$ cat config.mk
export PLATFORM = sky130hd
export DESIGN_NAME = pipeline_hazard_ctrl
export DESIGN_NICKNAME = d
export VERILOG_FILES = /design/src/rtl/pipeline_hazard_ctrl.sv
export SDC_FILE = /design/constraint.sdc
export NUM_CORES = 1
export LEC_CHECK = 0
export BUFFER_PORTS_ARGS = -buffer_cell sky130_fd_sc_hd__clkbuf_2
export CORE_AREA = 5 5 62 105
export CTS_CLUSTER_SIZE = 24
export DETAILED_ROUTE_END_ITERATION = 8
export DIE_AREA = 0 0 67 110
export HOLD_SLACK_MARGIN = 0.03
export PLACE_DENSITY = 0.75
export SYNTH_ARGS = -nofsm -noshare
export SYNTH_HDL_FRONTEND = slang
export SYNTH_SLANG_ARGS = --single-unit
$ cat constraint.sdc
create_clock -name clk -period 2.6 [get_ports clk]
set_input_delay 0 -clock clk [delete_from_list [all_inputs] [get_ports clk]]
set_output_delay 0 -clock clk [all_outputs]
set_load 0.02 [all_outputs]
$ cat src/rtl/pipeline_hazard_ctrl.sv
`default_nettype none
// +--------------------------------------------------------------------------+
// | pipeline_hazard_ctrl: stage enables/flushes, Exec forwarding selects,    |
// | data-memory timeout and stall counting. Option: PIPELINE_FORWARDING_EN.  |
// | Revision: 1.0                                                            |
// +--------------------------------------------------------------------------+
module pipeline_hazard_ctrl #(
    parameter int REG_ADDR_W  = 5,
    parameter int MEM_TIMEOUT = 16,
    parameter int PERF_CNT_W  = 32
) (
    input  logic                  clk,
    input  logic                  rstn,
    input  logic [REG_ADDR_W-1:0] id_rs1,
    input  logic [REG_ADDR_W-1:0] id_rs2,
    input  logic                  id_use_rs1,
    input  logic                  id_use_rs2,
    input  logic [REG_ADDR_W-1:0] ex_rd,
    input  logic                  ex_reg_write,
    input  logic                  ex_mem_read,
    input  logic [REG_ADDR_W-1:0] mem_rd,
    input  logic                  mem_reg_write,
    input  logic                  branch_taken,
    input  logic                  dmem_req,
    input  logic                  dmem_ready,
    output logic                  pc_en,
    output logic                  if_id_en,
    output logic                  id_ex_en,
    output logic                  ex_mem_en,
    output logic                  mem_wb_en,
    output logic                  if_id_flush,
    output logic                  id_ex_flush,
    output logic                  ex_mem_flush,
    output logic                  mem_wb_flush,
    output logic [1:0]            fwd_a,
    output logic [1:0]            fwd_b,
    output logic                  mem_err,
    output logic [PERF_CNT_W-1:0] stall_cycles
);

    typedef enum logic [1:0] {
        ST_RUN      = 2'd0,
        ST_MEM_WAIT = 2'd1,
        ST_ERROR    = 2'd2
    } state_t;

    localparam logic [7:0] TIMEOUT_C = 8'(MEM_TIMEOUT);

    state_t                state_q, state_d;
    logic [7:0]            wait_cnt_q, wait_cnt_d;
    logic [PERF_CNT_W-1:0] stall_cnt_q, stall_cnt_d;

    logic ex_hit_rs1, ex_hit_rs2, mem_hit_rs1, mem_hit_rs2;
    logic data_stall;
    logic run_eval;

    // x0 is hardwired to zero, so it never carries a dependency.
    assign ex_hit_rs1  = ex_reg_write  && id_use_rs1 && (ex_rd  == id_rs1) && (ex_rd  != '0);
    assign ex_hit_rs2  = ex_reg_write  && id_use_rs2 && (ex_rd  == id_rs2) && (ex_rd  != '0);
    assign mem_hit_rs1 = mem_reg_write && id_use_rs1 && (mem_rd == id_rs1) && (mem_rd != '0);
    assign mem_hit_rs2 = mem_reg_write && id_use_rs2 && (mem_rd == id_rs2) && (mem_rd != '0);

`ifdef PIPELINE_FORWARDING_EN
    assign data_stall = ex_mem_read && (ex_hit_rs1 || ex_hit_rs2);
`else
    assign data_stall = ex_hit_rs1 || ex_hit_rs2 || mem_hit_rs1 || mem_hit_rs2;
    logic unused_nofwd;
    assign unused_nofwd = ex_mem_read;
`endif

    always_comb begin
        state_d      = state_q;
        wait_cnt_d   = wait_cnt_q;
        run_eval     = 1'b0;
        pc_en        = 1'b1;
        if_id_en     = 1'b1;
        id_ex_en     = 1'b1;
        ex_mem_en    = 1'b1;
        mem_wb_en    = 1'b1;
        if_id_flush  = 1'b0;
        id_ex_flush  = 1'b0;
        ex_mem_flush = 1'b0;
        mem_wb_flush = 1'b0;

        case (state_q)
            ST_RUN: run_eval = 1'b1;
            ST_MEM_WAIT: begin
                if (dmem_ready) begin
                    // Access completes: the pipeline moves this very cycle.
                    run_eval   = 1'b1;
                    state_d    = ST_RUN;
                    wait_cnt_d = 8'd0;
                end else begin
                    {pc_en, if_id_en, id_ex_en, ex_mem_en, mem_wb_en} = 5'b00000;
                    mem_wb_flush = 1'b1;
                    if (wait_cnt_q >= TIMEOUT_C) begin
                        state_d = ST_ERROR;
                    end else begin
                        wait_cnt_d = wait_cnt_q + 8'd1;
                    end
                end
            end
            ST_ERROR: begin
                {pc_en, if_id_en, id_ex_en, ex_mem_en, mem_wb_en} = 5'b00000;
            end
            default: state_d = ST_RUN;
        endcase

        if (run_eval) begin
            if (dmem_req && !dmem_ready) begin
                {pc_en, if_id_en, id_ex_en, ex_mem_en, mem_wb_en} = 5'b00000;
                mem_wb_flush = 1'b1;
                state_d      = ST_MEM_WAIT;
                wait_cnt_d   = 8'd1;
            end else if (branch_taken) begin
                if_id_flush  = 1'b1;
                id_ex_flush  = 1'b1;
                ex_mem_flush = 1'b1;
            end else if (data_stall) begin
                pc_en       = 1'b0;
                if_id_en    = 1'b0;
                id_ex_flush = 1'b1;
            end
        end
    end

    always_comb begin
        stall_cnt_d = stall_cnt_q;
        if (!pc_en && !(&stall_cnt_q)) begin
            stall_cnt_d = stall_cnt_q + 1'b1;
        end
    end

    always_ff @(posedge clk or negedge rstn) begin
        if (!rstn) begin
            state_q     <= ST_RUN;
            wait_cnt_q  <= 8'd0;
            stall_cnt_q <= '0;
        end else begin
            state_q     <= state_d;
            wait_cnt_q  <= wait_cnt_d;
            stall_cnt_q <= stall_cnt_d;
        end
    end

    assign mem_err      = (state_q == ST_ERROR);
    assign stall_cycles = stall_cnt_q;

`ifdef PIPELINE_FORWARDING_EN
    logic [1:0] fwd_a_q, fwd_a_d, fwd_b_q, fwd_b_d;
    logic [1:0] sel_a, sel_b;

    // A load in Exec has no data yet, so it never selects the Mem-stage path.
    always_comb begin
        sel_a = 2'b00;
        if (ex_hit_rs1 && !ex_mem_read) begin
            sel_a = 2'b10;
        end else if (mem_hit_rs1) begin
            sel_a = 2'b01;
        end
        sel_b = 2'b00;
        if (ex_hit_rs2 && !ex_mem_read) begin
            sel_b = 2'b10;
        end else if (mem_hit_rs2) begin
            sel_b = 2'b01;
        end
        fwd_a_d = fwd_a_q;
        fwd_b_d = fwd_b_q;
        if (id_ex_flush) begin
            fwd_a_d = 2'b00;
            fwd_b_d = 2'b00;
        end else if (id_ex_en) begin
            fwd_a_d = sel_a;
            fwd_b_d = sel_b;
        end
    end

    always_ff @(posedge clk or negedge rstn) begin
        if (!rstn) begin
            fwd_a_q <= 2'b00;
            fwd_b_q <= 2'b00;
        end else begin
            fwd_a_q <= fwd_a_d;
            fwd_b_q <= fwd_b_d;
        end
    end

    assign fwd_a = fwd_a_q;
    assign fwd_b = fwd_b_q;
`else
    assign fwd_a = 2'b00;
    assign fwd_b = 2'b00;
`endif

endmodule
`default_nettype wire

==> impl_metrics.yaml, run 1 <==
synthesis:
  syn_area_sq_mm: 0.002683
  yosysUniqueCellTypes: 45
  synth-edff-count: 0
  ys_warn_count: 0
  netlist.area_leader.share_pct: 39.18
  async_reset_ff_share_pct: 100.0
  ys_seq_area_share_pct: 39.18
  yosysTopAreaCell: "dfrtp_1"
  ys_seq_elements: 42
  synth_flop_cell: "dfrtp_1"
  syn_inst: 280
  synth.area.top_cells: "dfrtp_1, xor2_1, xnor2_1"
  synth.avg_cell_area_sq_um: 9.581
sta:
  tightest_slew_ns: 1.061
  slew_headroom_pct: 29.28
  tns_ns: 0
  fin_crit_sh_pct: 93.18
  slew_violations: 0
  max_freq_mhz: 412.8
  fin_skew_ns: 0.006136
  whs_ns: 0.1851
  period_needed_ns: 2.423
  hold_viol: 0
  rsz0062_at_grt: "false"
  setup_viol: 0
critical_path:
  setup.worst_path.class: "flip-flop to flip-flop"
  ff2ff_setup_slack_ns: 0.18
  crit_fanout: 7
  r2r_end: "stall_cycles[22]"
  crit_family: "simple AND/OR/NAND/NOR gates"
  critPathMaxStageDelay_ns: 0.50
  critPathArrivalTime_ns: 2.58
  cp-end-kind: "flip-flop"
  worstPathBufferInverterCount: 1
  cp_data_required_time_ns: 2.75
  crit_path_start_kind: "flip-flop"
  r2r_start: "stall_cycles[0]"
  cp_slowest_cell: "a2111oi_0"
  ff2ff_path_depth: 7
  path_cells: "ha_1 > nand3_1 > or2_4 > or3_1 > buf_4 > a2111oi_0 > xor2_1"
cts:
  cts_tree: "built"
  clk_pin_slew_ns: 0.08
  root_buffer: "clkbuf_8"
  numCtsBuffers: 5
  post_cts_resized: 0
  clock_path_buffers: 2
  cts_max_level: 2
  numClockSinks: 42
  postCtsHoldBufs: 3
  cts_setup_buffers: 0
  clock_latency_ns: 0.29
flow_run:
  cap_violations: 0
layout:
  regArea_sq_mm: 0.001051
  utilization_pct: 58.06
  drive_gt1_share_pct: 27.89
  syn2layout_area_growth_pct: 19.92
  nFillCells: 532
  multi_input_area_sq_mm: 0.001465
  n_antenna_cell: 0
  nNetsFinal: 387
pwr:
  p_sw_w: 0.0006955
  totalPowerFinal_w: 0.001852
  irDropWorstVdd_mv: 0.3279
  sw_frac_of_total_pct: 37.55
  comb_power_share_pct: 28.6
  intPower_w: 0.001157
  clockPowerShare_pct: 24.0
  seq_power_share_pct: 47.4
  p_leak_nw: 1.483
  power.density_mw_per_mm2: 575.7
global_route:
  grt_pass1_wl_um: 11030
  overflow: 0
  antenna_found_initial: 0
  grt_pass1_vias: 2452
  grt_max_degree: 43
  grt.total_usage_pct: 19.10
routing:
  wl_um: 6657
  num_vias: 2428
  dr.first_iter.drc_count: 172
  dr.pass1.iters: 4
  drt.antenna.violating_nets: 0
  drc: 0
  via_per_inst: 5.633
  wl_per_cell_um: 15.45
floorplan:
  num_rows: 36
  coreArea_sq_mm: 0.005540
  die_w_um: 67
  ios: 76
  die_y_um: 110
  die_area_sq_mm: 0.007370
  start_util_pct: 48.42
worst_hold_path:
  hp-class: "primary input to flip-flop"
  hold_path_depth: 5
  whs_endpoint: "wait_cnt_q[0]"
  min_from: "dmem_req"
placement:
  port_buffers: 70
  dp_hpwl_um: 5133
  place_congestion: 0.8622
status:
  outcome: "complete, no violations"
-- per-layer routing --
metal,track usage (%),vias up,share of wire (%)
met2,36.81,79,56
met1,19.55,1173,36
li1,-,1164,-
met3,3.955,12,5.9
met4,6.821,0,2.2
met5,0,-,0
-- worst min-delay path: stages --
cell      delay [ns]
clkbuf_2        0.09
nand2b_1        0.11
a21oi_1         0.08
a21oi_1         0.10
o21ai_0         0.07
-- state kept, by name, indices dropped and copies added (netlist names) --
signal / flops
stall_cycles: 32
state_q: 2
wait_cnt_q: 8
-- worst max path at each step --
stage,from,end,slack [ns],depth (start not counted)
2_1_floorplan,stall_cycles[0],stall_cycles[20],0.13,9
3_3_place_gp,stall_cycles[0],stall_cycles[1],0.29,8
3_5_place_dp,stall_cycles[0],stall_cycles[22],0.17,7
4_1_cts,stall_cycles[0],stall_cycles[22],0.15,7
5_1_grt,stall_cycles[0],stall_cycles[22],0.02,7
6_report,stall_cycles[0],stall_cycles[22],0.18,7
-- cell type report --
cell class / count / area share (%)
clock inverters: 2 / 0.3890
repair buffers: 82 / 14.70
clock buffers: 6 / 2.567
flip-flops and latches: 42 / 32.67
inverters: 10 / 1.167
well taps: 76 / 2.956
multi-input cells: 213 / 45.55
-- power by group through the flow --
stage                     sequential [W]  clock (W)  combinational, W
after floorplan                 0.000963          0          0.000238
after global placement          0.000881          0          0.000520
after detailed placement        0.000890          0          0.000533
after CTS                       0.000879   0.000458          0.000539
after global routing            0.000894   0.000479          0.000581
final                           0.000879   0.000444          0.000529
-- per-stage QoR --
stage          area (sq um)  setup slack [ns]  instances
2_1_floorplan          2694            0.1323        283
6_report               3217            0.1772        431
3_3_place_gp           3092            0.2914        420
3_5_place_dp           3092            0.1685        420
4_1_cts                3217            0.1508        431
5_1_grt                3217           0.02203        431
-- cell families (layout without fill, tap and decap cells) --
| logic type | after synthesis | after routing | share of synthesized area (%) |
|---|---|---|---|
| other | 1 | 4 | 0.1398 |
| AO/OA/AOI/OAI | 52 | 52 | 14.55 |
| multiplexers | 3 | 3 | 1.259 |
| XOR/XNOR | 47 | 47 | 15.34 |
| flip-flops | 42 | 42 | 39.18 |
| adder cells (fa/ha/maj) | 3 | 3 | 1.399 |
| AND/OR/NAND/NOR | 104 | 104 | 21.50 |
| buffers and inverters | 28 | 100 | 6.623 |
-- Yosys cell counts, types with 3 or more instances --
library cell,n
dfrtp_1,42
xor2_1,25
xnor2_1,22
a211oi_1,21
nand2_1,20
nand4_1,16
nand3_1,15
nor2_1,15
inv_1,10
buf_4,8
nor4_1,8
a2111oi_0,6
clkbuf_1,5
nor2b_1,5
o22ai_1,5
a21oi_1,4
nor3_1,4
o41ai_1,4
buf_6,3
ha_1,3
o21ai_0,3
or2_2,3
or3_1,3
-- placed cells by master, fill, tap and decap left out, types with 6 or more instances in the layout --
cell type  synthesis  routed
nor2_1            15      15
xnor2_1           22      22
buf_4              8       7
a211oi_1          21      21
nand3_1           15      15
inv_1             10      10
dfrtp_1           42      42
nand2_1           20      20
xor2_1            25      25
nor4_1             8       8
nand4_1           16      16
clkbuf_2           0      70
clkbuf_8           2       6
a2111oi_0          6       6
Power figures use the tool's default switching activity.
==> inputs of run 2 (changes only) <==
- ABC_AREA: unset -> 1
- CORE_AREA: 5 5 62 105 -> 5 5 66 112
- DIE_AREA: 0 0 67 110 -> 0 0 71 117
- PLACE_DENSITY: 0.75 -> 0.74
==> impl_metrics.yaml, run 2 <==
layout:
  largest_reg_flops: 32
  most-common-layout-cells: "nand2_1, clkbuf_2, inv_1"
  n_antenna_cell: 0
  final_common_cell: "nand2_1"
  fin_cells: 621
  nNetsFinal: 571
  drive_gt1_share_pct: 15.96
  syn2layout_area_growth_pct: 16.63
  final_cell_area_sq_mm: 0.003581
global_route:
  overflow: 0
  grt.total_usage_pct: 20.93
  antenna_found_initial: 0
  use_met1_pct: 21.90
  met2_usage_pct: 38.25
  grt_pass1_vias: 3043
  grt-busiest-layer: "met2"
  gr-usage-met3_pct: 3.846
  grt_max_degree: 43
  grt_pass1_wl_um: 13710
synthesis:
  synth.avg_cell_area_sq_um: 6.491
  syn_inst: 473
  synth-edff-count: 0
  netlist.area_leader.share_pct: 34.23
  yosysUniqueCellTypes: 26
  ys_warn_count: 0
  syn_area_sq_mm: 0.003070
  synth_commonest_cells: "nand2_1, inv_1, nor2_1, nand3_1, dfrtp_1"
  yosysTopAreaCell: "dfrtp_1"
  ys_seq_elements: 42
  synth.area.top_cells: "dfrtp_1, nand2_1, nand3_1"
  yosysMostFrequentCell: "nand2_1"
  synth_flop_cell: "dfrtp_1"
  async_reset_ff_share_pct: 100.0
  ys_seq_area_share_pct: 34.23
pwr:
  irDropWorstVdd_mv: 0.5979
  p_leak_nw: 2.027
  power.density_mw_per_mm2: 507.3
critical_path:
  crit_path_start_kind: "flip-flop"
  cp_slowest_cell: "nand2_2"
  crit_path_frequent_cell: "nand2_1"
  critPathArrivalTime_ns: 2.39
  critPathMaxStageDelay_ns: 0.48
  setup.worst_path.class: "flip-flop to flip-flop"
  cp-end-kind: "flip-flop"
  cp_data_required_time_ns: 2.82
  path_cells: "ha_1 > inv_1 > nor2_2 > nand2_1 > inv_1 > nand4_2 > nand2_2 > nand2_1 > nand2_1"
  crit_fanout: 32
cts:
  cts_tree: "built"
  clock_latency_ns: 0.28
  root_buffer: "clkbuf_16"
  numCtsBuffers: 5
  cts_max_level: 2
  clk_pin_slew_ns: 0.06
  numClockSinks: 42
  post_cts_resized: 0
  clock_path_buffers: 2
sta:
  tightest_slew_ns: 1.075
  slew_violations: 0
  period_needed_ns: 2.177
  tns_ns: 0
  rsz0062_at_grt: "false"
  max_freq_mhz: 459.4
  fin_crit_sh_pct: 83.73
  setup_viol: 0
  slew_headroom_pct: 28.36
  hold_viol: 0
  fin_skew_ns: 0.004751
routing:
  dr.first_iter.drc_count: 137
  num_vias: 3160
  drc: 0
  wl_um: 8343
  wl_per_cell_um: 13.43
  via_per_inst: 5.089
  dr.pass1.iters: 4
  drt.antenna.violating_nets: 0
placement:
  dp_cells: 612
  place_area_sq_mm: 0.003423
  port_buffers: 70
  dp_hpwl_um: 6507
  place_congestion: 0.9624
worst_hold_path:
  hp-class: "primary input to flip-flop"
flow_run:
  cap_violations: 0
floorplan:
  coreArea_sq_mm: 0.006441
  ios: 76
  die_area_sq_mm: 0.008307
  die_w_um: 71
  num_rows: 39
  start_util_pct: 47.67
  die_y_um: 117
status:
  outcome: "complete, no violations"
-- run 2: changes by cell type after synthesis, sizes merged, moves of 21 or more --
cell,change
nand3,+28
inv,+44
nand2,+161
a211oi,-21
nor2,+38
-- run 2: area by class of cell --
type	count	area, sq um
fillers	668	2860
multi-input cells	362	1702
flip-flops and latches	42	1051
repair buffers	73	375.4
inverters	54	202.7
clock buffers	7	142.6
well taps	82	102.6
clock inverters	1	5.005
-- run 2: worst paths after layout --
kind,start,to,slack (ns),cells after the start
worst max-delay path,stall_cycles[0],stall_cycles[25],0.42,9
min in group asynchronous,rstn,wait_cnt_q[2],0.44,2
worst min register to register,wait_cnt_q[3],wait_cnt_q[3],0.47,1
worst min-delay path,dmem_ready,state_q[0],0.08,4
max in group asynchronous,rstn,stall_cycles[14],1.49,2
worst max register to register,stall_cycles[0],stall_cycles[25],0.42,9
-- run 2: routing by layer --
| layer | part of all wire (%) | routed length [um] |
|---|---|---|
| met1 | 38 | 3197 |
| met5 | 0 | 0 |
| met2 | 52 | 4299 |
| met3 | 4.6 | 383 |
| met4 | 5.5 | 462 |
-- run 2: report_power, final --
part / total [W] / internal [W] / switching, W
Combinational: 0.000420 / 0.000138 / 0.000281
Clock: 0.000618 / 0.000380 / 0.000238
Sequential: 0.000779 / 0.000703 / 0.0000757
-- run 2: repair_timing --
| action | CTS | global route |
|---|---|---|
| hold endpoints to repair | 42 | 0 |
| hold buffers | 1 | 0 |
| setup buffers | 0 | 0 |
-- run 2: cells by family (layout without fill, tap and decap cells) --
kind of cell,after synthesis,in the layout,synth area share [%]
AND/OR/NAND/NOR,311,311,42.54
XOR/XNOR,31,31,8.843
AO/OA/AOI/OAI,13,13,2.323
buffers and inverters,72,135,10.72
flip-flops,42,42,34.23
other,1,4,0.1221
adder cells (fa/ha/maj),3,3,1.223
-- run 2: critical path, delay by kind of cell, from the launching register on --
kind                     cells  cell delay, ns
buffers and inverters        2            0.21
flip-flops                   1            0.46
AND/OR/NAND/NOR              6            1.19
adder cells (fa/ha/maj)      1            0.25
-- run 2: metrics by stage --
step	hold slack, ns	total power (W)	utilization, %	setup WS (ns)
floorplan	-0.2956	0.001074	-	0.7969
global placement	0.2258	0.001198	53.15	0.4693
detailed placement	0.2391	0.001207	53.15	0.4023
CTS	0.07264	0.001839	55.59	0.3892
global route	0.1287	0.001919	55.59	0.1635
finish	0.08276	0.001816	55.59	0.4231
